### src/rtl/alu_seq_if.sv
// Handshake and result bundle between the register-file read side, the ALU and write-back.
// master drives operands and out_ready; slave (the ALU) drives result, flags and in_ready.
interface alu_seq_if #(
  parameter int N      = 8,
  parameter int MODE_W = 4
);
  logic              in_valid;
  logic              in_ready;
  logic [MODE_W-1:0] mode;
  logic [N-1:0]      in_a;
  logic [N-1:0]      in_b;
  logic              out_valid;
  logic              out_ready;
  logic [N-1:0]      out;
  logic [N-1:0]      out_hi;
  logic              flag_zero;
  logic              flag_carry;
  logic              flag_neg;
  logic              flag_ovf;
  logic              op_err;

  modport master (
    output in_valid, mode, in_a, in_b, out_ready,
    input  in_ready, out_valid, out, out_hi,
           flag_zero, flag_carry, flag_neg, flag_ovf, op_err
  );

  modport slave (
    input  in_valid, mode, in_a, in_b, out_ready,
    output in_ready, out_valid, out, out_hi,
           flag_zero, flag_carry, flag_neg, flag_ovf, op_err
  );
endinterface

### src/rtl/alu_seq.sv
// Sequential ALU: single-cycle add/sub/logic/shift ops, N-cycle shift-add multiply,
// carry-chained ADC/SBC, valid/ready on both sides with result and flags held until taken.
module alu_seq #(
  parameter int N      = 8,
  parameter int MODE_W = 4
) (
  input  logic       clk,
  input  logic       rst_n,
  alu_seq_if.slave   bus
);

  localparam int SW = $clog2(N);

  localparam logic [MODE_W-1:0] OP_ADD = MODE_W'(0);
  localparam logic [MODE_W-1:0] OP_SUB = MODE_W'(1);
  localparam logic [MODE_W-1:0] OP_AND = MODE_W'(2);
  localparam logic [MODE_W-1:0] OP_OR  = MODE_W'(3);
  localparam logic [MODE_W-1:0] OP_XOR = MODE_W'(4);
  localparam logic [MODE_W-1:0] OP_SHL = MODE_W'(5);
  localparam logic [MODE_W-1:0] OP_SHR = MODE_W'(6);
  localparam logic [MODE_W-1:0] OP_SAR = MODE_W'(7);
  localparam logic [MODE_W-1:0] OP_MUL = MODE_W'(8);
  localparam logic [MODE_W-1:0] OP_ADC = MODE_W'(9);
  localparam logic [MODE_W-1:0] OP_SBC = MODE_W'(10);

  typedef enum logic [1:0] {IDLE, BUSY, DONE} state_t;

  state_t            state;
  logic              c_reg;
  logic [N-1:0]      res;
  logic [N-1:0]      res_hi;
  logic              f_zero;
  logic              f_carry;
  logic              f_neg;
  logic              f_ovf;
  logic              f_err;

  logic [2*N-1:0]    mcand;
  logic [2*N-1:0]    prod;
  logic [2*N-1:0]    prod_next;
  logic [N-1:0]      mplier;
  logic [SW-1:0]     cnt;

  logic [SW-1:0]     amt;
  logic              cin;
  logic              bin;
  logic [N:0]        add_r;
  logic [N:0]        sub_r;
  logic [N:0]        shl_r;
  logic [N:0]        shr_r;
  logic signed [N:0] sar_src;
  logic signed [N:0] sar_r;

  logic [N-1:0]      sc_out;
  logic              sc_carry;
  logic              sc_ovf;
  logic              sc_err;

  function automatic logic ovf_add(input logic sa, input logic sb, input logic sr);
    return (sa == sb) && (sr != sa);
  endfunction

  function automatic logic ovf_sub(input logic sa, input logic sb, input logic sr);
    return (sa != sb) && (sr != sa);
  endfunction

  // Single-cycle datapath: shifts run on an N+1 bit frame so the bit
  // pushed past the edge lands in a spare position and becomes the carry.
  always_comb begin
    amt      = bus.in_b[SW-1:0];
    cin      = (bus.mode == OP_ADC) & c_reg;
    bin      = (bus.mode == OP_SBC) & c_reg;
    add_r    = {1'b0, bus.in_a} + {1'b0, bus.in_b} + {{N{1'b0}}, cin};
    sub_r    = {1'b0, bus.in_a} - {1'b0, bus.in_b} - {{N{1'b0}}, bin};
    shl_r    = {1'b0, bus.in_a} << amt;
    shr_r    = {bus.in_a, 1'b0} >> amt;
    sar_src  = {bus.in_a, 1'b0};
    sar_r    = sar_src >>> amt;
    sc_out   = '0;
    sc_carry = 1'b0;
    sc_ovf   = 1'b0;
    sc_err   = 1'b0;
    case (bus.mode)
      OP_ADD, OP_ADC: begin
        sc_out   = add_r[N-1:0];
        sc_carry = add_r[N];
        sc_ovf   = ovf_add(bus.in_a[N-1], bus.in_b[N-1], add_r[N-1]);
      end
      OP_SUB, OP_SBC: begin
        sc_out   = sub_r[N-1:0];
        sc_carry = sub_r[N];
        sc_ovf   = ovf_sub(bus.in_a[N-1], bus.in_b[N-1], sub_r[N-1]);
      end
      OP_AND: sc_out = bus.in_a & bus.in_b;
      OP_OR:  sc_out = bus.in_a | bus.in_b;
      OP_XOR: sc_out = bus.in_a ^ bus.in_b;
      OP_SHL: begin
        sc_out   = shl_r[N-1:0];
        sc_carry = shl_r[N];
      end
      OP_SHR: begin
        sc_out   = shr_r[N:1];
        sc_carry = shr_r[0];
      end
      OP_SAR: begin
        sc_out   = sar_r[N:1];
        sc_carry = sar_r[0];
      end
      OP_MUL: sc_out = '0;
      default: sc_err = 1'b1;
    endcase
  end

  assign prod_next = prod + (mplier[0] ? mcand : '0);

  // Control FSM; result registers only change on leaving IDLE or BUSY,
  // which keeps them stable for as long as DONE is back-pressured.
  always_ff @(posedge clk or negedge rst_n) begin
    if (!rst_n) begin
      state   <= IDLE;
      c_reg   <= 1'b0;
      res     <= '0;
      res_hi  <= '0;
      f_zero  <= 1'b0;
      f_carry <= 1'b0;
      f_neg   <= 1'b0;
      f_ovf   <= 1'b0;
      f_err   <= 1'b0;
      mcand   <= '0;
      prod    <= '0;
      mplier  <= '0;
      cnt     <= '0;
    end else begin
      case (state)
        IDLE: begin
          if (bus.in_valid) begin
            if (bus.mode == OP_MUL) begin
              mcand  <= {{N{1'b0}}, bus.in_a};
              mplier <= bus.in_b;
              prod   <= '0;
              cnt    <= '0;
              state  <= BUSY;
            end else begin
              res     <= sc_out;
              res_hi  <= '0;
              f_zero  <= (sc_out == '0);
              f_carry <= sc_carry;
              f_neg   <= sc_out[N-1];
              f_ovf   <= sc_ovf;
              f_err   <= sc_err;
              state   <= DONE;
            end
          end
        end
        BUSY: begin
          prod   <= prod_next;
          mcand  <= mcand << 1;
          mplier <= mplier >> 1;
          cnt    <= cnt + 1'b1;
          if (cnt == SW'(N-1)) begin
            res     <= prod_next[N-1:0];
            res_hi  <= prod_next[2*N-1:N];
            f_zero  <= (prod_next == '0);
            f_carry <= |prod_next[2*N-1:N];
            f_neg   <= prod_next[N-1];
            f_ovf   <= 1'b0;
            f_err   <= 1'b0;
            state   <= DONE;
          end
        end
        DONE: begin
          if (bus.out_ready) begin
            c_reg <= f_carry;
            state <= IDLE;
          end
        end
        default: state <= IDLE;
      endcase
    end
  end

  assign bus.in_ready   = (state == IDLE);
  assign bus.out_valid  = (state == DONE);
  assign bus.out        = res;
  assign bus.out_hi     = res_hi;
  assign bus.flag_zero  = f_zero;
  assign bus.flag_carry = f_carry;
  assign bus.flag_neg   = f_neg;
  assign bus.flag_ovf   = f_ovf;
  assign bus.op_err     = f_err;

endmodule

### src/flat_wrapper.sv
// flat-port wrapper written by rule: the top's interface ports become plain ports
module alu_seq_flat 
#(
  parameter int N      = 8,
  parameter int MODE_W = 4
)
  (clk, rst_n, bus_in_valid, bus_mode, bus_in_a, bus_in_b, bus_out_ready, bus_in_ready, bus_out_valid, bus_out, bus_out_hi, bus_flag_zero, bus_flag_carry, bus_flag_neg, bus_flag_ovf, bus_op_err);
  alu_seq_if #(.N(N), .MODE_W(MODE_W)) bus_i ();
  input  logic clk;
  input  logic rst_n;
  input wire logic [$bits(bus_i.in_valid)-1:0] bus_in_valid;
  input wire logic [$bits(bus_i.mode)-1:0] bus_mode;
  input wire logic [$bits(bus_i.in_a)-1:0] bus_in_a;
  input wire logic [$bits(bus_i.in_b)-1:0] bus_in_b;
  input wire logic [$bits(bus_i.out_ready)-1:0] bus_out_ready;
  output wire logic [$bits(bus_i.in_ready)-1:0] bus_in_ready;
  output wire logic [$bits(bus_i.out_valid)-1:0] bus_out_valid;
  output wire logic [$bits(bus_i.out)-1:0] bus_out;
  output wire logic [$bits(bus_i.out_hi)-1:0] bus_out_hi;
  output wire logic [$bits(bus_i.flag_zero)-1:0] bus_flag_zero;
  output wire logic [$bits(bus_i.flag_carry)-1:0] bus_flag_carry;
  output wire logic [$bits(bus_i.flag_neg)-1:0] bus_flag_neg;
  output wire logic [$bits(bus_i.flag_ovf)-1:0] bus_flag_ovf;
  output wire logic [$bits(bus_i.op_err)-1:0] bus_op_err;
  assign bus_i.in_valid = bus_in_valid;
  assign bus_i.mode = bus_mode;
  assign bus_i.in_a = bus_in_a;
  assign bus_i.in_b = bus_in_b;
  assign bus_i.out_ready = bus_out_ready;
  assign bus_in_ready = bus_i.in_ready;
  assign bus_out_valid = bus_i.out_valid;
  assign bus_out = bus_i.out;
  assign bus_out_hi = bus_i.out_hi;
  assign bus_flag_zero = bus_i.flag_zero;
  assign bus_flag_carry = bus_i.flag_carry;
  assign bus_flag_neg = bus_i.flag_neg;
  assign bus_flag_ovf = bus_i.flag_ovf;
  assign bus_op_err = bus_i.op_err;
  alu_seq #(.N(N), .MODE_W(MODE_W)) u_core (.clk(clk), .rst_n(rst_n), .bus(bus_i));
endmodule
### config.mk
export PLATFORM = sky130hd
export DESIGN_NAME = alu_seq_flat
export DESIGN_NICKNAME = d
export VERILOG_FILES = /design/src/rtl/alu_seq_if.sv /design/src/rtl/alu_seq.sv /design/src/flat_wrapper.sv
export SDC_FILE = /design/constraint.sdc
export NUM_CORES = 1
export LEC_CHECK = 0
export BUFFER_PORTS_ARGS = -buffer_cell sky130_fd_sc_hd__buf_2
export CAP_MARGIN = 20
export CORE_MARGIN = 5
export CORE_UTILIZATION = 61
export DETAILED_ROUTE_END_ITERATION = 6
export GPL_TIMING_DRIVEN = 0
export PLACE_DENSITY = 0.93
export SYNTH_ARGS = -nofsm -noshare
export SYNTH_HDL_FRONTEND = slang
export SYNTH_SLANG_ARGS = --single-unit
### constraint.sdc
create_clock -name clk -period 4.3 [get_ports clk]
set_clock_uncertainty 0.15 [all_clocks]
set_input_delay 0.645 -clock clk [delete_from_list [all_inputs] [get_ports clk]]
set_output_delay 0.645 -clock clk [all_outputs]
set_load 0.005 [all_outputs]
==> results.json <==
{
  "status": "finished clean",
  "reg2regPathDepth": 11,
  "grt_setup_unrepaired": "no",
  "min_period_ps": 4130,
  "critPathLaunch": "bus_in_b[0]",
  "yosys.cell_count.top_type": "nand2_1",
  "rows": 35,
  "ctsHoldBuffers": 0,
  "netlist.area_leader.share_pct": 29.5,
  "finalHoldViolCount": 0,
  "h-tree-depth": 3,
  "ys_seq_elements": 66,
  "async_flop_share_pct": 100,
  "grt_start_max_net_pins": 41,
  "synth_xor_area_share_pct": 3.13,
  "clkSinkCount": 66,
  "path_delay_family": "compound AO/OA/AOI/OAI gates",
  "drive_gt1_share_pct": 13.2,
  "reg_top3": "u_core.mcand x16, u_core.prod x16",
  "cts_inserted_buffers": 9,
  "ant_nets": 0,
  "synth_edf_count": 0,
  "worst_path_largest_cell_delay_ps": 730,
  "vdd_ir_drop_max_mv": 0.189,
  "fin_nets": 798,
  "synth_top_family_by_area": "compound AO/OA/AOI/OAI gates",
  "clockBufferDepth": 2,
  "dpl_cell_area_um2": 5980,
  "synth.distinct_cells": 76,
  "area_delta_synth_final_pct": 10.4,
  "antenna_cells": 0,
  "syn_inst": 663,
  "synth_common_cells": "nand2_1 (72), dfrtp_1 (66), nor2_1 (62)",
  "sw_frac_of_total_pct": 41.4,
  "grt_pass1_vias": 5596,
  "grt_usage_pct": 32.7,
  "yosys-mux-area-fraction_pct": 5.80,
  "final.period_utilization_pct": 96.0,
  "cts_tree": "done",
  "r2r-end": "u_core.bus.flag_carry",
  "relSlewSlack_pct": 32.0,
  "worstSetupPathType": "input port to register",
  "synth_top_flop_cell": "dfrtp_1",
  "cts_root_buffer": "clkbuf_8",
  "p_clk_share_pct": 20.7,
  "io_pins": 47,
  "critPathBufInv": 4,
  "worstSetupEndpointType": "register",
  "synth.avg_cell_area_um2": 8.43,
  "portBuffers": 46,
  "synth_area_leader_cell": "dfrtp_1",
  "arrival_ps": 4240,
  "die_x_um": 106,
  "worst_path_max_delay_cell": "a2111oi_0",
  "maxCapViolCount": 0,
  "grt_pass1_wl_um": 28800,
  "gp_congestion": 0.972,
  "power_density_nw_per_um2": 413,
  "power.internal_uw": 1490,
  "synth_area_leaders": "dfrtp_1 (30%), ha_1 (11%), nand2_1 (4.8%), o21ai_0 (4.7%), nor2_1 (4.2%)",
  "vias": 5632,
  "first_pass_iters": 6,
  "initial_core_util_pct": 61.4,
  "antenna_found_initial": 0,
  "p_switching_uw": 1050,
  "drv_slew": 0,
  "routed_wl_um": 18000,
  "syn_area_um2": 5590,
  "min_path_type": "input port to async pin",
  "clock_latency_ps": 360,
  "cts_resized": 0,
  "wl_per_cell_um": 21.4,
  "max_freq_mhz": 242,
  "final_area_um2": 6180,
  "viasPerCell": 6.73,
  "setup_viol": 0,
  "clkTransAtPathRegs_ps": 80,
  "worst_pin_slew_ps": 1010,
  "synthAdderAreaFrac_pct": 12.5,
  "p_leak_uw": 0.00298,
  "yosysWarnings": 0,
  "synth_compound_area_share_pct": 23.8,
  "cts_setup_buffers": 0,
  "worstPathRequired_ps": 4410,
  "r2r-start": "u_core.mplier[0]",
  "coreArea_um2": 9110,
  "synth_fp_nets": 740,
  "die_y_um": 106,
  "hpwl_um": 14000,
  "grt.overflow.total": 0,
  "crit_fanout": 10,
  "startpoint_type": "input port",
  "crit_chain": "buf_2 -> buf_6 -> buf_2 -> inv_1 -> fa_1 -> ha_1 -> o21ai_0 -> a2111oi_0 -> o21ai_0 -> a21boi_0 -> nor3_1 -> nand2b_1 -> o31ai_1",
  "drcViolationCount": 0,
  "drt_iter0_markers": 573,
  "combinationalPowerShare_pct": 42.5,
  "synth-simple-area-share_pct": 20.5,
  "p_total_uw": 2550,
  "setup_tns_ps": 0,
  "power_frac_seq_pct": 36.8,
  "rrSetupSlack_ps": 380,
  "synth_seq_area_share_pct": 29.5,
  "fp.dieArea_um2": 11200
}
worst max-delay path by stage:
stage                                  endpoint  slack, ps  depth (start not counted)
after floorplan            u_core.bus.flag_zero        740                         13
after global placement      u_core.bus.flag_ovf         -8                         13
after detailed placement    u_core.bus.flag_ovf        -60                         13
after CTS                 u_core.bus.flag_carry        250                         14
after global routing        u_core.bus.flag_ovf         20                         13
final                       u_core.bus.flag_ovf        170                         13
routing by layer:
layer / global-route usage, % / part of all wire, %
met5: 0 / 0
met4: 20.3 / 6.6
met3: 4.59 / 7.1
met2: 56.3 / 48
met1: 38.2 / 38
cell type report:
class,count,area (um^2)
flip-flops and latches,66,1650
fillers,725,2930
repair buffers,47,250
well taps,111,139
multi-input cells,533,3670
plain buffers,34,153
inverters,30,113
clock inverters,6,67.6
clock buffers,10,128
through the flow:
| stage | worst slack, ps | cells | util, % | hold slack [ps] |
|---|---|---|---|---|
| finish | 170 | 837 | 67.8 | 273 |
| global route | 17.1 | 837 | 67.8 | 349 |
| CTS | 250 | 837 | 67.8 | 304 |
| detailed placement | -59.2 | 821 | 65.7 | 312 |
| global placement | -7.97 | 820 | 65.4 | 307 |
| floorplan | 737 | 663 | - | 199 |
cells by family (layout without fill, tap and decap cells):
| group | after synthesis | after routing |
|---|---|---|
| buffers and inverters | 64 | 127 |
| AO/OA/AOI/OAI | 197 | 197 |
| XOR/XNOR | 20 | 20 |
| multiplexers | 27 | 27 |
| flip-flops | 66 | 66 |
| adder cells (fa/ha/maj) | 53 | 53 |
| AND/OR/NAND/NOR | 236 | 236 |
placed cells by master, fill, tap and decap left out, drive strengths merged, types with 15 or more instances in the layout:
| cell type | instances |
|---|---|
| and2 | 20 |
| nor2 | 62 |
| clkbuf | 32 |
| nand2 | 72 |
| xnor2 | 17 |
| mux2i | 15 |
| ha | 48 |
| o21ai | 56 |
| a21oi | 35 |
| buf | 59 |
| a21o | 15 |
| inv | 30 |
| dfrtp | 66 |
power by group through the flow:
stage | sequential, uW | combinational [uW] | clock [uW]
after floorplan | 899 | 736 | 0
after global placement | 927 | 988 | 0
after detailed placement | 940 | 1040 | 0
after CTS | 928 | 1060 | 519
after global routing | 948 | 1180 | 554
final | 937 | 1080 | 528
No activity file was read; power rests on OpenSTA's default activity.
